--- config.mk ---
export PLATFORM = sky130hd
export DESIGN_NAME = steuerung_v2
export DESIGN_NICKNAME = d
export VERILOG_FILES = /design/src/rtl/steuerung_pkg.sv /design/src/rtl/steuerung_v2_interrupt_prioritaet.sv /design/src/rtl/steuerung_v2.sv
export SDC_FILE = /design/constraint.sdc
export NUM_CORES = 1
export LEC_CHECK = 0
export ABC_AREA = 1
export CORE_ASPECT_RATIO = 0.5
export CORE_MARGIN = 4
export CORE_UTILIZATION = 28
export CTS_CLUSTER_SIZE = 16
export DETAILED_ROUTE_END_ITERATION = 6
export SLEW_MARGIN = 40
export SYNTH_ARGS = -nofsm -noshare
export SYNTH_HDL_FRONTEND = slang
export SYNTH_SLANG_ARGS = --single-unit
--- constraint.sdc ---
create_clock -name Clock -period 2.8 [get_ports Clock]
set_clock_uncertainty 0.2 [all_clocks]
set_input_delay 0.56 -clock Clock [delete_from_list [all_inputs] [get_ports Clock]]
set_output_delay 0.56 -clock Clock [all_outputs]
set_load 0.02 [all_outputs]
--- src/rtl/steuerung_pkg.sv ---
// Shared definitions for the sequencer: parameter defaults, one-hot state codes
// and the index-width helper used for the interrupt number port.
package steuerung_pkg;

  localparam int DEKODIER_ZYKLEN_STD = 2;
  localparam int TIMEOUT_ZYKLEN_STD  = 64;
  localparam int IRQ_ANZAHL_STD      = 4;
  localparam int ZAEHLER_BREITE_STD  = 32;

  typedef enum logic [10:0] {
    S_FETCH      = 11'b000_0000_0001,
    S_DECODE     = 11'b000_0000_0010,
    S_ALUSTART   = 11'b000_0000_0100,
    S_ALU        = 11'b000_0000_1000,
    S_WB_JUMP    = 11'b000_0001_0000,
    S_WB_STORE   = 11'b000_0010_0000,
    S_WB_LOAD    = 11'b000_0100_0000,
    S_WB_DEFAULT = 11'b000_1000_0000,
    S_IRQ_ENTRY  = 11'b001_0000_0000,
    S_HALT       = 11'b010_0000_0000,
    S_FAULT      = 11'b100_0000_0000
  } zustand_t;

  // A single interrupt line still gets a one-bit index port.
  function automatic int index_breite(input int n);
    return (n > 1) ? $clog2(n) : 1;
  endfunction

endpackage

--- src/rtl/steuerung_v2_interrupt_prioritaet.sv ---
// Picks the lowest-numbered active line out of the already masked request vector.
module interrupt_prioritaet
  import steuerung_pkg::*;
#(
  parameter int ANZAHL = IRQ_ANZAHL_STD
) (
  input  logic [ANZAHL-1:0]               anfrage,
  output logic                            gueltig,
  output logic [index_breite(ANZAHL)-1:0] nummer
);

  localparam int IW = index_breite(ANZAHL);

  // Scanning downwards lets the lowest set index overwrite all higher ones.
  always_comb begin
    nummer = '0;
    for (int i = ANZAHL - 1; i >= 0; i--) begin
      if (anfrage[i]) begin
        nummer = IW'(i);
      end
    end
  end

  assign gueltig = |anfrage;

endmodule

--- src/rtl/steuerung_v2.sv ---
// Multi-cycle instruction sequencer: fetch/decode/ALU/writeback handshakes,
// level interrupts with a single nesting level, halt, and a bus-wait timeout.
module steuerung_v2
  import steuerung_pkg::*;
#(
  parameter int DEKODIER_ZYKLEN = DEKODIER_ZYKLEN_STD,
  parameter int TIMEOUT_ZYKLEN  = TIMEOUT_ZYKLEN_STD,
  parameter int IRQ_ANZAHL      = IRQ_ANZAHL_STD,
  parameter int ZAEHLER_BREITE  = ZAEHLER_BREITE_STD
) (
  input  logic                                Clock,
  input  logic                                Reset,
  input  logic                                BefehlGeladen,
  input  logic                                DatenGeladen,
  input  logic                                DatenGespeichert,
  input  logic                                ALUFertig,
  input  logic                                LoadBefehl,
  input  logic                                StoreBefehl,
  input  logic                                JALBefehl,
  input  logic                                UnbedingterSprungBefehl,
  input  logic                                BedingterSprungBefehl,
  input  logic                                Bedingung,
  input  logic                                HaltBefehl,
  input  logic                                RueckkehrBefehl,
  input  logic [IRQ_ANZAHL-1:0]               InterruptAnfrage,
  input  logic [IRQ_ANZAHL-1:0]               InterruptMaske,
  output logic                                LoadBefehlSignal,
  output logic                                DekodierSignal,
  output logic                                ALUStartSignal,
  output logic                                RegisterSchreibSignal,
  output logic                                LoadDatenSignal,
  output logic                                StoreDatenSignal,
  output logic                                PCSignal,
  output logic                                PCSprungSignal,
  output logic                                InterruptEintrittSignal,
  output logic                                InterruptAktiv,
  output logic                                Angehalten,
  output logic                                BusFehler,
  output logic [index_breite(IRQ_ANZAHL)-1:0] InterruptNummer,
  output logic [ZAEHLER_BREITE-1:0]           Befehlszaehler
);

  localparam int WART_BREITE = $clog2(TIMEOUT_ZYKLEN + 2);

  zustand_t                          state_reg, state_next;
  logic [WART_BREITE-1:0]            wart_reg, wart_next;
  logic [3:0]                        dek_reg, dek_next;
  logic                              irq_aktiv_reg, irq_aktiv_next;
  logic [ZAEHLER_BREITE-1:0]         zaehler_reg, zaehler_next;

  logic                              irq_gueltig;
  logic [index_breite(IRQ_ANZAHL)-1:0] irq_nummer;
  logic                              zeit_ab;
  logic                              dek_fertig;
  logic                              sprung;
  zustand_t                          grenze_ziel;

  interrupt_prioritaet #(
    .ANZAHL (IRQ_ANZAHL)
  ) u_prio (
    .anfrage (InterruptAnfrage & InterruptMaske),
    .gueltig (irq_gueltig),
    .nummer  (irq_nummer)
  );

  assign zeit_ab     = (TIMEOUT_ZYKLEN != 0) && (wart_reg == WART_BREITE'(TIMEOUT_ZYKLEN - 1));
  assign dek_fertig  = (dek_reg == 4'(DEKODIER_ZYKLEN - 1));
  assign sprung      = UnbedingterSprungBefehl | BedingterSprungBefehl;
  // The boundary decision looks at the registered flag, so a return jump
  // clearing it cannot also take an interrupt in the same cycle.
  assign grenze_ziel = (!irq_aktiv_reg && irq_gueltig) ? S_IRQ_ENTRY : S_FETCH;

  always_ff @(posedge Clock or negedge Reset) begin
    if (!Reset) begin
      state_reg     <= S_FETCH;
      wart_reg      <= '0;
      dek_reg       <= '0;
      irq_aktiv_reg <= 1'b0;
      zaehler_reg   <= '0;
    end else begin
      state_reg     <= state_next;
      wart_reg      <= wart_next;
      dek_reg       <= dek_next;
      irq_aktiv_reg <= irq_aktiv_next;
      zaehler_reg   <= zaehler_next;
    end
  end

  always_comb begin
    state_next = S_FETCH;
    case (state_reg)
      S_FETCH: begin
        if (BefehlGeladen)  state_next = S_DECODE;
        else if (zeit_ab)   state_next = S_FAULT;
        else                state_next = S_FETCH;
      end
      S_DECODE:   state_next = dek_fertig ? S_ALUSTART : S_DECODE;
      S_ALUSTART: state_next = S_ALU;
      S_ALU: begin
        if (!ALUFertig)       state_next = S_ALU;
        else if (HaltBefehl)  state_next = S_HALT;
        else if (sprung)      state_next = S_WB_JUMP;
        else if (StoreBefehl) state_next = S_WB_STORE;
        else if (LoadBefehl)  state_next = S_WB_LOAD;
        else                  state_next = S_WB_DEFAULT;
      end
      S_WB_JUMP:    state_next = grenze_ziel;
      S_WB_DEFAULT: state_next = grenze_ziel;
      S_WB_STORE: begin
        if (DatenGespeichert) state_next = grenze_ziel;
        else if (zeit_ab)     state_next = S_FAULT;
        else                  state_next = S_WB_STORE;
      end
      S_WB_LOAD: begin
        if (DatenGeladen)     state_next = S_WB_DEFAULT;
        else if (zeit_ab)     state_next = S_FAULT;
        else                  state_next = S_WB_LOAD;
      end
      S_IRQ_ENTRY: state_next = S_FETCH;
      S_HALT:      state_next = irq_gueltig ? S_IRQ_ENTRY : S_HALT;
      S_FAULT:     state_next = S_FAULT;
      default:     state_next = S_FETCH;
    endcase
  end

  always_comb begin
    LoadBefehlSignal        = 1'b0;
    DekodierSignal          = 1'b0;
    ALUStartSignal          = 1'b0;
    RegisterSchreibSignal   = 1'b0;
    LoadDatenSignal         = 1'b0;
    StoreDatenSignal        = 1'b0;
    PCSignal                = 1'b0;
    PCSprungSignal          = UnbedingterSprungBefehl | (BedingterSprungBefehl & Bedingung);
    InterruptEintrittSignal = 1'b0;
    Angehalten              = 1'b0;
    BusFehler               = 1'b0;
    InterruptNummer         = '0;
    case (state_reg)
      S_FETCH:      LoadBefehlSignal = 1'b1;
      S_DECODE:     DekodierSignal   = 1'b1;
      S_ALUSTART: begin
        ALUStartSignal        = 1'b1;
        RegisterSchreibSignal = JALBefehl;
      end
      S_ALU:        RegisterSchreibSignal = JALBefehl;
      S_WB_JUMP:    PCSignal = 1'b1;
      S_WB_STORE: begin
        StoreDatenSignal = 1'b1;
        PCSignal         = DatenGespeichert;
      end
      S_WB_LOAD:    LoadDatenSignal = 1'b1;
      S_WB_DEFAULT: begin
        RegisterSchreibSignal = 1'b1;
        PCSignal              = 1'b1;
      end
      S_IRQ_ENTRY: begin
        InterruptEintrittSignal = 1'b1;
        InterruptNummer         = irq_nummer;
      end
      S_HALT: begin
        Angehalten = 1'b1;
        PCSignal   = irq_gueltig;
      end
      S_FAULT: begin
        BusFehler      = 1'b1;
        PCSprungSignal = 1'b0;
      end
      default: PCSprungSignal = 1'b0;
    endcase
  end

  always_comb begin
    // Counters restart whenever the state changes; the wait counter only
    // advances in states that block on an external handshake.
    if (state_next != state_reg) begin
      wart_next = '0;
      dek_next  = '0;
    end else begin
      wart_next = wart_reg;
      dek_next  = dek_reg;
      if (state_reg == S_FETCH || state_reg == S_WB_LOAD || state_reg == S_WB_STORE) begin
        wart_next = wart_reg + 1'b1;
      end
      if (state_reg == S_DECODE) begin
        dek_next = dek_reg + 1'b1;
      end
    end

    irq_aktiv_next = irq_aktiv_reg;
    if (state_reg == S_IRQ_ENTRY) begin
      irq_aktiv_next = 1'b1;
    end else if (state_reg == S_WB_JUMP && RueckkehrBefehl) begin
      irq_aktiv_next = 1'b0;
    end

    zaehler_next = PCSignal ? zaehler_reg + 1'b1 : zaehler_reg;
  end

  assign InterruptAktiv = irq_aktiv_reg;
  assign Befehlszaehler = zaehler_reg;

endmodule

== Word level (Yosys, flattened, before mapping) ==
Cells that the tools add are included.
Widths: inputs -> output; s select.

* Register bits: 55
* Latch bits: 0
* RAM bits: 0
* Memory bits (read-only): 0
* Input port bits: 22
* Output and inout bits: 46
* Memories: 0

* Add/subtract/negate cells: 3
* Multipliers: 0
* Divide/modulo/power cells: 0
* $lt $le $gt $ge: 0
* Equality and inequality tests: 14
* Shift-type cells: 0
* Muxes and demuxes: 37
* Bitwise operators: 4
* Reduce and logical (&&, ||, !) cells: 12

{| class="wikitable"
|+ Operator list
! kind !! count
|-
| $pmux 11 s9 || 1
|-
| $mux 11 || 6
|-
| $add 32x1->32 const B || 1
|-
| $mux 10 || 3
|-
| $mux 8 || 3
|-
| $mux 7 || 2
|-
| $eq 11x1->1 const B || 1
|-
| $eq 11x10->1 const B || 1
|-
| $eq 11x11->1 const B || 1
|-
| $eq 11x2->1 const B || 1
|-
| $eq 11x3->1 const B || 1
|-
| $eq 11x4->1 const B || 1
|-
| $eq 11x5->1 const B || 1
|-
| $eq 11x6->1 const B || 1
|-
| $eq 11x7->1 const B || 1
|-
| $eq 11x8->1 const B || 1
|-
| $eq 11x9->1 const B || 1
|-
| $mux 1 || 11
|-
| $ne 11x11->1 || 1
|-
| $mux 2 || 5
|-
| $reduce_or 10->1 || 1
|-
| $mux 9 || 1
|-
| $mux 4 || 2
|-
| $add 7x1->7 const B || 1
|-
| other kinds (15) || 21
|}

== Depth between registers and ports, before layout ==
Gate-level depths: netlist (run 1).

* Word-level depth: 8
* Depth in mapped cells: 13
* Depth with buffers taken out: 12

== Cells and area by module ==
From an unflattened synthesis (run 1), not the netlist that was laid out.

* Cell total of the unflattened synthesis: 488
* Area, all modules: 3751.1 um^2

{| class="wikitable"
|+ By module, submodules not included
! module !! instances !! cells an instance !! area an instance (um^2) !! sequential area each (um^2)
|-
| steuerung_v2 || 1 || 479 || 3704.8 || 1377.6
|-
| interrupt_prioritaet || 1 || 9 || 46.3 || 0.0
|}

== Worst setup path after synthesis (run 1) ==
Ideal clock, no wire load.

* Path kind: reg2out
* From: reg state_reg[3]
* To: out InterruptNummer[0]
* Data arrival time: 2.308 ns
* Required time: 2.040 ns
* Setup slack: -0.268 ns
* Stages on the path, launching flop included: 8
* Path buffers: 0
* Path through: dfrtp_1 -> nor2_1 -> nand2_2 -> nor2_2 -> inv_1 -> nor4_1 -> inv_1 -> a221oi_1

* Word-level cells in the longest chain between the ends: 2

{| class="wikitable"
|+ RTL lines
! item !! RTL line !! RTL
|-
| from (decl) || steuerung_v2.sv:45 || <nowiki>zustand_t state_reg, state_next;</nowiki>
|-
| from (signal assigned) || steuerung_v2.sv:81 || <nowiki>state_reg <= state_next;</nowiki>
|-
| $eq 11x9->1 || steuerung_v2.sv:139 || <nowiki>case (state_reg)</nowiki>
|-
| $mux 2 || steuerung_v2.sv:139 ||
|-
| to (decl) || steuerung_v2.sv:39 || <nowiki>output logic [index_breite(IRQ_ANZAHL)-1:0] InterruptNummer,</nowiki>
|}

Every way passes these cells.

== Final worst setup path (run 1) ==
* From: reg state_reg[0]
* To: out PCSprungSignal

* Word-level cells in the longest chain between the ends: 3
* Elaborated cells between the ends (all ways): 12
* Those cells by class: eq/ne (10); mux (1); reduce/logical (1)

{| class="wikitable"
|+ RTL lines
! item !! RTL line !! RTL
|-
| $eq 11x1->1, or another cell as far along || steuerung_v2.sv:139 ||
|-
| $reduce_or 10->1 (no line) * || - ||
|-
| $mux 1 * || steuerung_v2.sv:139 ||
|-
| to (decl) || steuerung_v2.sv:34 || <nowiki>output logic PCSprungSignal,</nowiki>
|}

Mark *: on every way between the ends. The rest lies on a longest branch, timed or not.

==> metrics.md, run 1 <==
| Metric | Value |
|---|---|
| # rows | `28` |
| Die X | `168 µm` |
| Worst Tran Pin Value | `0.725 ns` |
| Fin worst setup slack | `0.132 ns` |
| Setup TNS | `0 ns` |
| Commonest non-fill, non-tap cell in the layout | `nand2_1` |
| Synthesized cell area | `3590 µm²` |
| H-tree depth | `2` |
| DP HPWL | `~7.5 mm` |
| Worst Path Buf+Inv | `3` |
| Tmin final | `2.67 ns` |
| Clock slew at reported path FFs | `0.07 ns` |
| Met3 Routed Length | `379 µm` |
| Drt drc | `0` |
| Top routing layer in use | `met4` |
| TritonCTS buffer count | `5` |
| Crit path kind | `register to primary output` |
| Max FFs per register | `32` |
| Vias per inst | `4.43` |
| Largest family of logic cells by synthesized area | `simple AND/OR/NAND/NOR gates` |
| GPL Wtd Cong | `0.859` |
| P&R area growth vs syn | `37.9%` |
| Mean Syn Cell Area | `7.60 µm²` |
| Max-Cap Viols | `0` |
| Crit. End Element | `primary output` |
| Global Route Usage Sum | `around 13%` |
| Die area | `14,800 µm²` |
| Endpoints failing setup | `0` |
| Ports | `a little under 70` |
| First-pass GRT wire length | `15.2 mm` |
| IO Port Bufs | `67` |
| Ys async rst share | `100%` |
| Footprint of the multi-input gates | `1950 µm²` |
| Maximum clock path buffer count | `2` |
| Via count | `3,339` |
| Post-synthesis sequential area ratio | `38.4%` |
| Metal-1 WL | `4.49 mm` |
| Number of global-route vias before repair | `3,178` |
| Status | `completed` |
| Compound-Gate Fraction of Synth Area | `4.99%` |
| Largest net degree at the start of global routing | `56` |
| Sequential cell area | `1380 µm²` |
| Met2 wire length | `around 4.4 mm` |
| Number of synthesized flops with an enable pin | `0` |
| Design area | `4950 µm²` |
| Vert. Die Dim | `88.0 µm` |
| Pleak | `roughly 2.3 nW` |
| CTS tree | `built` |
| Synth Area in Adders | `under 10%` |
| HP Class | `input pin to asynchronous set/reset pin` |
| Post-Synth Simple-Gate Area | `35.3%` |
| DR WL/cell | `12.5 µm` |
| N_diodes | `0` |
| Max Fclk | `0.375 GHz` |
| XOR/XNOR Fraction of Synth Area | `9.53%` |
| Critical path fanouts, max | `4` |
| Final Instance Count excl. Fillers | `between 700 and 800` |
| Crit start category | `register` |
| Post-layout net count | `614` |
| P per Cell Area | `468 nW/µm²` |
| Final ANT Viol Nets | `0` |
| Synthesized Nets | `498` |
| Predominant post-synthesis flop cell | `dfrtp_1` |
| Mux cell area share after synthesis | `under 10%` |
| CP required | `just over 2 ns` |
| Final Max Slew Viols | `0` |
| Worst path top cell family by delay | `simple AND/OR/NAND/NOR gates` |
| Synth Warn # | `0` |
| Critical Path AT | `1.91 ns` |
| Initial Util | `approximately 29%` |
| Final period utilization | `about 95%` |
| Synth Instances | `472` |
| Yosys cell types | `35` |
| Initial antenna violation count | `0` |
| # fillers | `1,248` |
| Core Region | `12,200 µm²` |
| Rel. slew slack | `51.7%` |
| #FFs+latches synth | `55` |
| Slowest-stage cell, CP | `dfstp_2` |
| Placed cell area | `4810 µm²` |
| Hold Fails Final Rpt | `0` |
| Clk root buf | `clkbuf_16` |
| RSZ-0062 raised after global routing | `true` |
| Cell count after placement | `745` |
| Grt ovf | `0` |
| Worst-Skew Late Latency | `0.30 ns` |
| Drt total wl | `9.39 mm` |
| Clock sinks | `between 50 and 60` |
| Crit path largest cell delay | `0.55 ns` |
| DRT Pass-1 Iters | `4` |
| Pwr Total | `2.31 mW` |
| Cell chain of the critical path | `nor2_1 -> nand2_2 -> nor2_2 -> buf_4 -> nand2_2 -> nand2_1 -> nor2_2 -> nand3_2 -> o211ai_1 -> inv_1 -> clkbuf_2` |
| Placement Setup Slack | `-0.154 ns` |
| Maximum VDD drop | `around 0.35 mV` |
| Most frequent cells in the layout | `117 x nand2_1, 61 x inv_1, 54 x dfrtp_1` |
| Fraction of layout cells with a size suffix above 1 | `17.5%` |
| Iteration-0 DRC Markers | `186` |
## worst reg2reg max path, cell delays in order (launching register included)
cell and delay [ns]:
dfrtp_1 0.38, nor2_1 0.16, nand2_2 0.12, buf_12 0.15
nor2_8 0.13, nand3_1 0.08, nand2_1 0.10, or2_1 0.19
buf_4 0.36, nand2_2 0.10, nor2_2 0.11, nand3_1 0.12
o21ai_0 0.18, nand2_1 0.07
## synth_stat cells, types with 2 or more instances
cell type | number | share of area [%]
nor2_4 | 3 | 0.94
nor3_2 | 10 | 2.8
dfrtp_1 | 54 | 38
a21oi_1 | 4 | 0.56
xor2_1 | 33 | 8.1
nor2_1 | 53 | 5.5
clkbuf_1 | 2 | 0.21
ha_1 | 4 | 1.4
o211ai_1 | 2 | 0.42
nand2_2 | 5 | 0.87
buf_6 | 2 | 0.63
nand4_1 | 14 | 2.4
o21ai_0 | 22 | 3.1
nor3_1 | 17 | 2.4
nor4_1 | 10 | 1.7
inv_1 | 62 | 6.5
mux2_2 | 7 | 2.2
nand2_4 | 3 | 0.94
nor2_2 | 5 | 0.87
xnor2_1 | 6 | 1.5
nand3_1 | 24 | 3.3
nand2_1 | 117 | 12
## power breakdown
part           switching (mW)  internal [mW]  total, mW  leakage (nW)
clock network           0.285          0.327      0.612        0.0696
logic                   0.476          0.373      0.849          1.48
registers              0.0233          0.829      0.852         0.737
## layout make-up
cell class              count  area share (%)
clock buffers               5            2.53
flip-flops and latches     55            27.9
multi-input cells         348            39.4
well taps                 165            4.17
repair buffers            115            20.9
clock inverters             2           0.278
inverters                  63            4.88
## metal layers
metal / GRT usage [%] / up-vias
li1: - / 1750
met1: 16.7 / 1533
met2: 21.9 / 49
met3: 3.07 / 7
met4: 2.21 / 0
met5: 0 / -
## final timing paths
| kind | start | end | slack [ns] | cells after the start |
|---|---|---|---|---|
| setup / recovery | state_reg[0] | PCSprungSignal | 0.13 | 11 |
| hold / removal | Reset | Befehlszaehler[14] | 0.19 | 2 |
| setup reg to reg | state_reg[3] | Befehlszaehler[11] | 0.23 | 13 |
| hold reg to reg | Befehlszaehler[3] | Befehlszaehler[3] | 0.32 | 1 |
| max in group asynchronous | Reset | state_reg[3] | 1.72 | 2 |
| min in group Clock | Befehlszaehler[3] | Befehlszaehler[3] | 0.32 | 1 |
## kinds of logic after synthesis
| logic type | count (synthesis) |
|---|---|
| compound gates | 32 |
| xor+xnor | 39 |
| fa+ha+maj | 4 |
| buf+inv | 69 |
| flops | 55 |
| mux | 8 |
| simple gates | 265 |
## through the flow
stage,util [%],hold WS [ns]
3_5_place_dp,39.6,0.312
2_1_floorplan,-,0.0644
6_report,40.7,0.193
4_1_cts,40.6,0.234
5_1_grt,40.7,0.258
3_3_place_gp,39.6,0.300
## repair_timing
item                       4_1_cts  5_1_grt
setup endpoints to repair       12        5
gates cloned                     0        0
hold buffers                     0        0
pin swaps                        0        2
buffers inserted                 0        1
gates resized for setup         19       14
Power figures use the tool's default switching activity.
==> run 2: changes to the inputs <==
--- a/config.mk
+++ b/config.mk
@@ -7,10 +7,10 @@
 export LEC_CHECK = 0
 export ABC_AREA = 1
 export CORE_ASPECT_RATIO = 0.5
-export CORE_MARGIN = 4
 export CORE_UTILIZATION = 28
 export CTS_CLUSTER_SIZE = 16
 export DETAILED_ROUTE_END_ITERATION = 6
+export GPL_ROUTABILITY_DRIVEN = 0
 export SLEW_MARGIN = 40
 export SYNTH_ARGS = -nofsm -noshare
 export SYNTH_HDL_FRONTEND = slang
==> run 2 against run 1 <==
Net effect: via count up 0.54%; hold slack worse by 0.0056 ns; worst setup slack worse by 0.12 ns; global-route usage up 2.1 points; sequential share of layout area down 0.13 points; core utilization up 0.20 points; sequential power about the same; largest power group unchanged; register-to-register slack better by 0.16 ns; die area down 10%; clock-buffer cell count up 1; combinational power down 1%.
==> metrics.md, run 2 (synthesis results as in run 1) <==
| Metric | Value |
|---|---|
| Status | `completed` |
| Critical Path AT | `2.03 ns (+0.12 ns)` |
| CP startpoint | `state_reg[0]` |
| Initial antenna violation count | `0 (unchanged)` |
| Drt drc | `0 (unchanged)` |
| Commonest non-fill, non-tap cell in the layout | `nand2_1` |
| Max-Cap Viols | `0 (unchanged)` |
| Maximum VDD drop | `0.296 mV (-15%)` |
| Drt total wl | `9.18 mm (-2.3%)` |
| First-pass GRT wire length | `15.3 mm (+0.68%)` |
| Tmin final | `2.79 ns (+0.117 ns)` |
| DRT Pass-1 Iters | `5 (+1)` |
| Top routing layer in use | `met4` |
| Number of global-route vias before repair | `3,180 (+0.063%)` |
| Crit path kind | `register to primary output` |
| Crit. End Element | `primary output` |
| Maximum clock path buffer count | `2 (unchanged)` |
| Initial Util | `29.5% (unchanged)` |
| Grt ovf | `0 (unchanged)` |
| H-tree depth | `2 (unchanged)` |
| Placed cell area | `4800 µm² (-0.16%)` |
| Global Route Usage Sum | `14.8% (+2.1 points)` |
| Clock slew at reported path FFs | `0.08 ns (about the same)` |
| R2R Setup Slk | `0.39 ns (+0.16 ns)` |
| # rows | `28 (unchanged)` |
| RR Startpoint | `state_reg[0]` |
| Die area | `13,300 µm² (-10%)` |
| Design area | `4970 µm² (+0.48%)` |
| Setup TNS | `0 ns (unchanged)` |
| Worst Tran Pin Value | `0.711 ns (-0.0139 ns)` |
| Met2 wire length | `4.20 mm (-5.6%)` |
| RSZ-0062 raised after global routing | `true` |
| DR WL/cell | `12.2 µm (-2.1%)` |
| IO Port Bufs | `67 (unchanged)` |
| TritonCTS buffer count | `5 (unchanged)` |
| Max FFs per register | `32 (unchanged)` |
| Critical path fanouts, max | `5 (+1)` |
| Vert. Die Dim | `82.0 µm (-6.8%)` |
| N_diodes | `0 (unchanged)` |
| Largest net degree at the start of global routing | `56 (unchanged)` |
| Final Max Slew Viols | `0 (unchanged)` |
| Hold Fails Final Rpt | `0 (unchanged)` |
| Metal-1 WL | `4.46 mm (-0.67%)` |
| Via count | `3,357 (+0.54%)` |
| Max Fclk | `0.359 GHz (-4.2%)` |
| Most frequent cells in the layout | `117 x nand2_1, 61 x inv_1, 54 x dfrtp_1` |
| Clk root buf | `clkbuf_16` |
| CTS tree | `built` |
| Met3 Routed Length | `443 µm (+17%)` |
| Crit start category | `register` |
| Clock sinks | `55 (unchanged)` |
| Ports | `68 (unchanged)` |
| CP required | `2.04 ns (about the same)` |
| Final period utilization | `99.5% (+4.2 points)` |
| Iteration-0 DRC Markers | `157 (-16%)` |
| Pleak | `2.29 nW (+0.17%)` |
| Final ANT Viol Nets | `0 (unchanged)` |
| P&R area growth vs syn | `38.6%` |
| Fraction of layout cells with a size suffix above 1 | `17.2% (-0.31 points)` |
| Rel. slew slack | `52.6% (+0.93 points)` |
| Die X | `162 µm (-3.6%)` |
| Endpoints failing setup | `0 (unchanged)` |
| Core Region | `12,200 µm² (unchanged)` |
| Cts hold-fix bufs | `0 (unchanged)` |
| P per Cell Area | `488 nW/µm² (+4.4%)` |
| Post-layout net count | `612 (-0.33%)` |
| DP HPWL | `7.20 mm (-3.6%)` |
| HP Class | `input pin to asynchronous set/reset pin` |
| Worst-Skew Late Latency | `0.30 ns (about the same)` |
| Vias per inst | `4.46 (+0.67%)` |
[run 2: report_power, final]
group	leakage, nW	internal, mW	total [mW]	switching [mW]
combinational	1.47	0.366	0.837	0.471
sequential	0.737	0.828	0.854	0.0255
clock	0.0815	0.427	0.736	0.309
[run 2: worst max-delay path, stage by stage, from the launching register on]
cell and delay, ns:
dfstp_2 0.57, nor2_1 0.06, nand2_2 0.12, nor2_2 0.06, buf_4 0.13, nand2_2 0.08
nand2_1 0.07, nor2_2 0.13, nand3_2 0.11, o211ai_1 0.09, inv_1 0.05, clkdlybuf4s15_2 0.25
[run 2: per-layer routing]
layer | vias up | track usage [%]
li1 | 1753 | -
met1 | 1520 | 19.4
met2 | 76 | 25.2
met3 | 8 | 3.03
met4 | 0 | 3.68
met5 | - | 0
[run 2: layout make-up]
cell class	count	area [µm²]
fillers	1233	7190
multi-input cells	348	1950
flip-flops and latches	55	1380
repair buffers	113	1030
inverters	63	241
well taps	165	206
clock buffers	6	129
clock inverters	2	38.8
[run 2: what timing repair did]
| item | 4_1_cts | 5_1_grt |
|---|---|---|
| endpoints found under the setup margin | 12 | 7 |
| hold endpoints to repair | 0 | 0 |
| pin swaps | 1 | 1 |
| setup buffers | 0 | 0 |
| gates resized for setup | 21 | 13 |
[run 2: worst paths after layout]
check / to / depth (start not counted)
max in group asynchronous: wart_reg[2] / 2
min in group Clock: InterruptAktiv / 2
hold reg to reg: InterruptAktiv / 2
setup reg to reg: Befehlszaehler[11] / 13
hold / removal: Befehlszaehler[12] / 2
setup / recovery: PCSprungSignal / 11
[run 2: metrics by stage]
step           total power [mW]  setup slack [ns]  hold WS [ns]  instances  util [%]
3_3_place_gp               1.71            -0.140         0.304        744      39.5
2_1_floorplan              1.34            0.0274        0.0644        472         -
4_1_cts                    2.45          -0.00926         0.227        752      40.9
3_5_place_dp               1.72            -0.187         0.308        744      39.5
5_1_grt                    2.58            -0.131         0.266        752      40.9
6_report                   2.43            0.0147         0.187        752      40.9
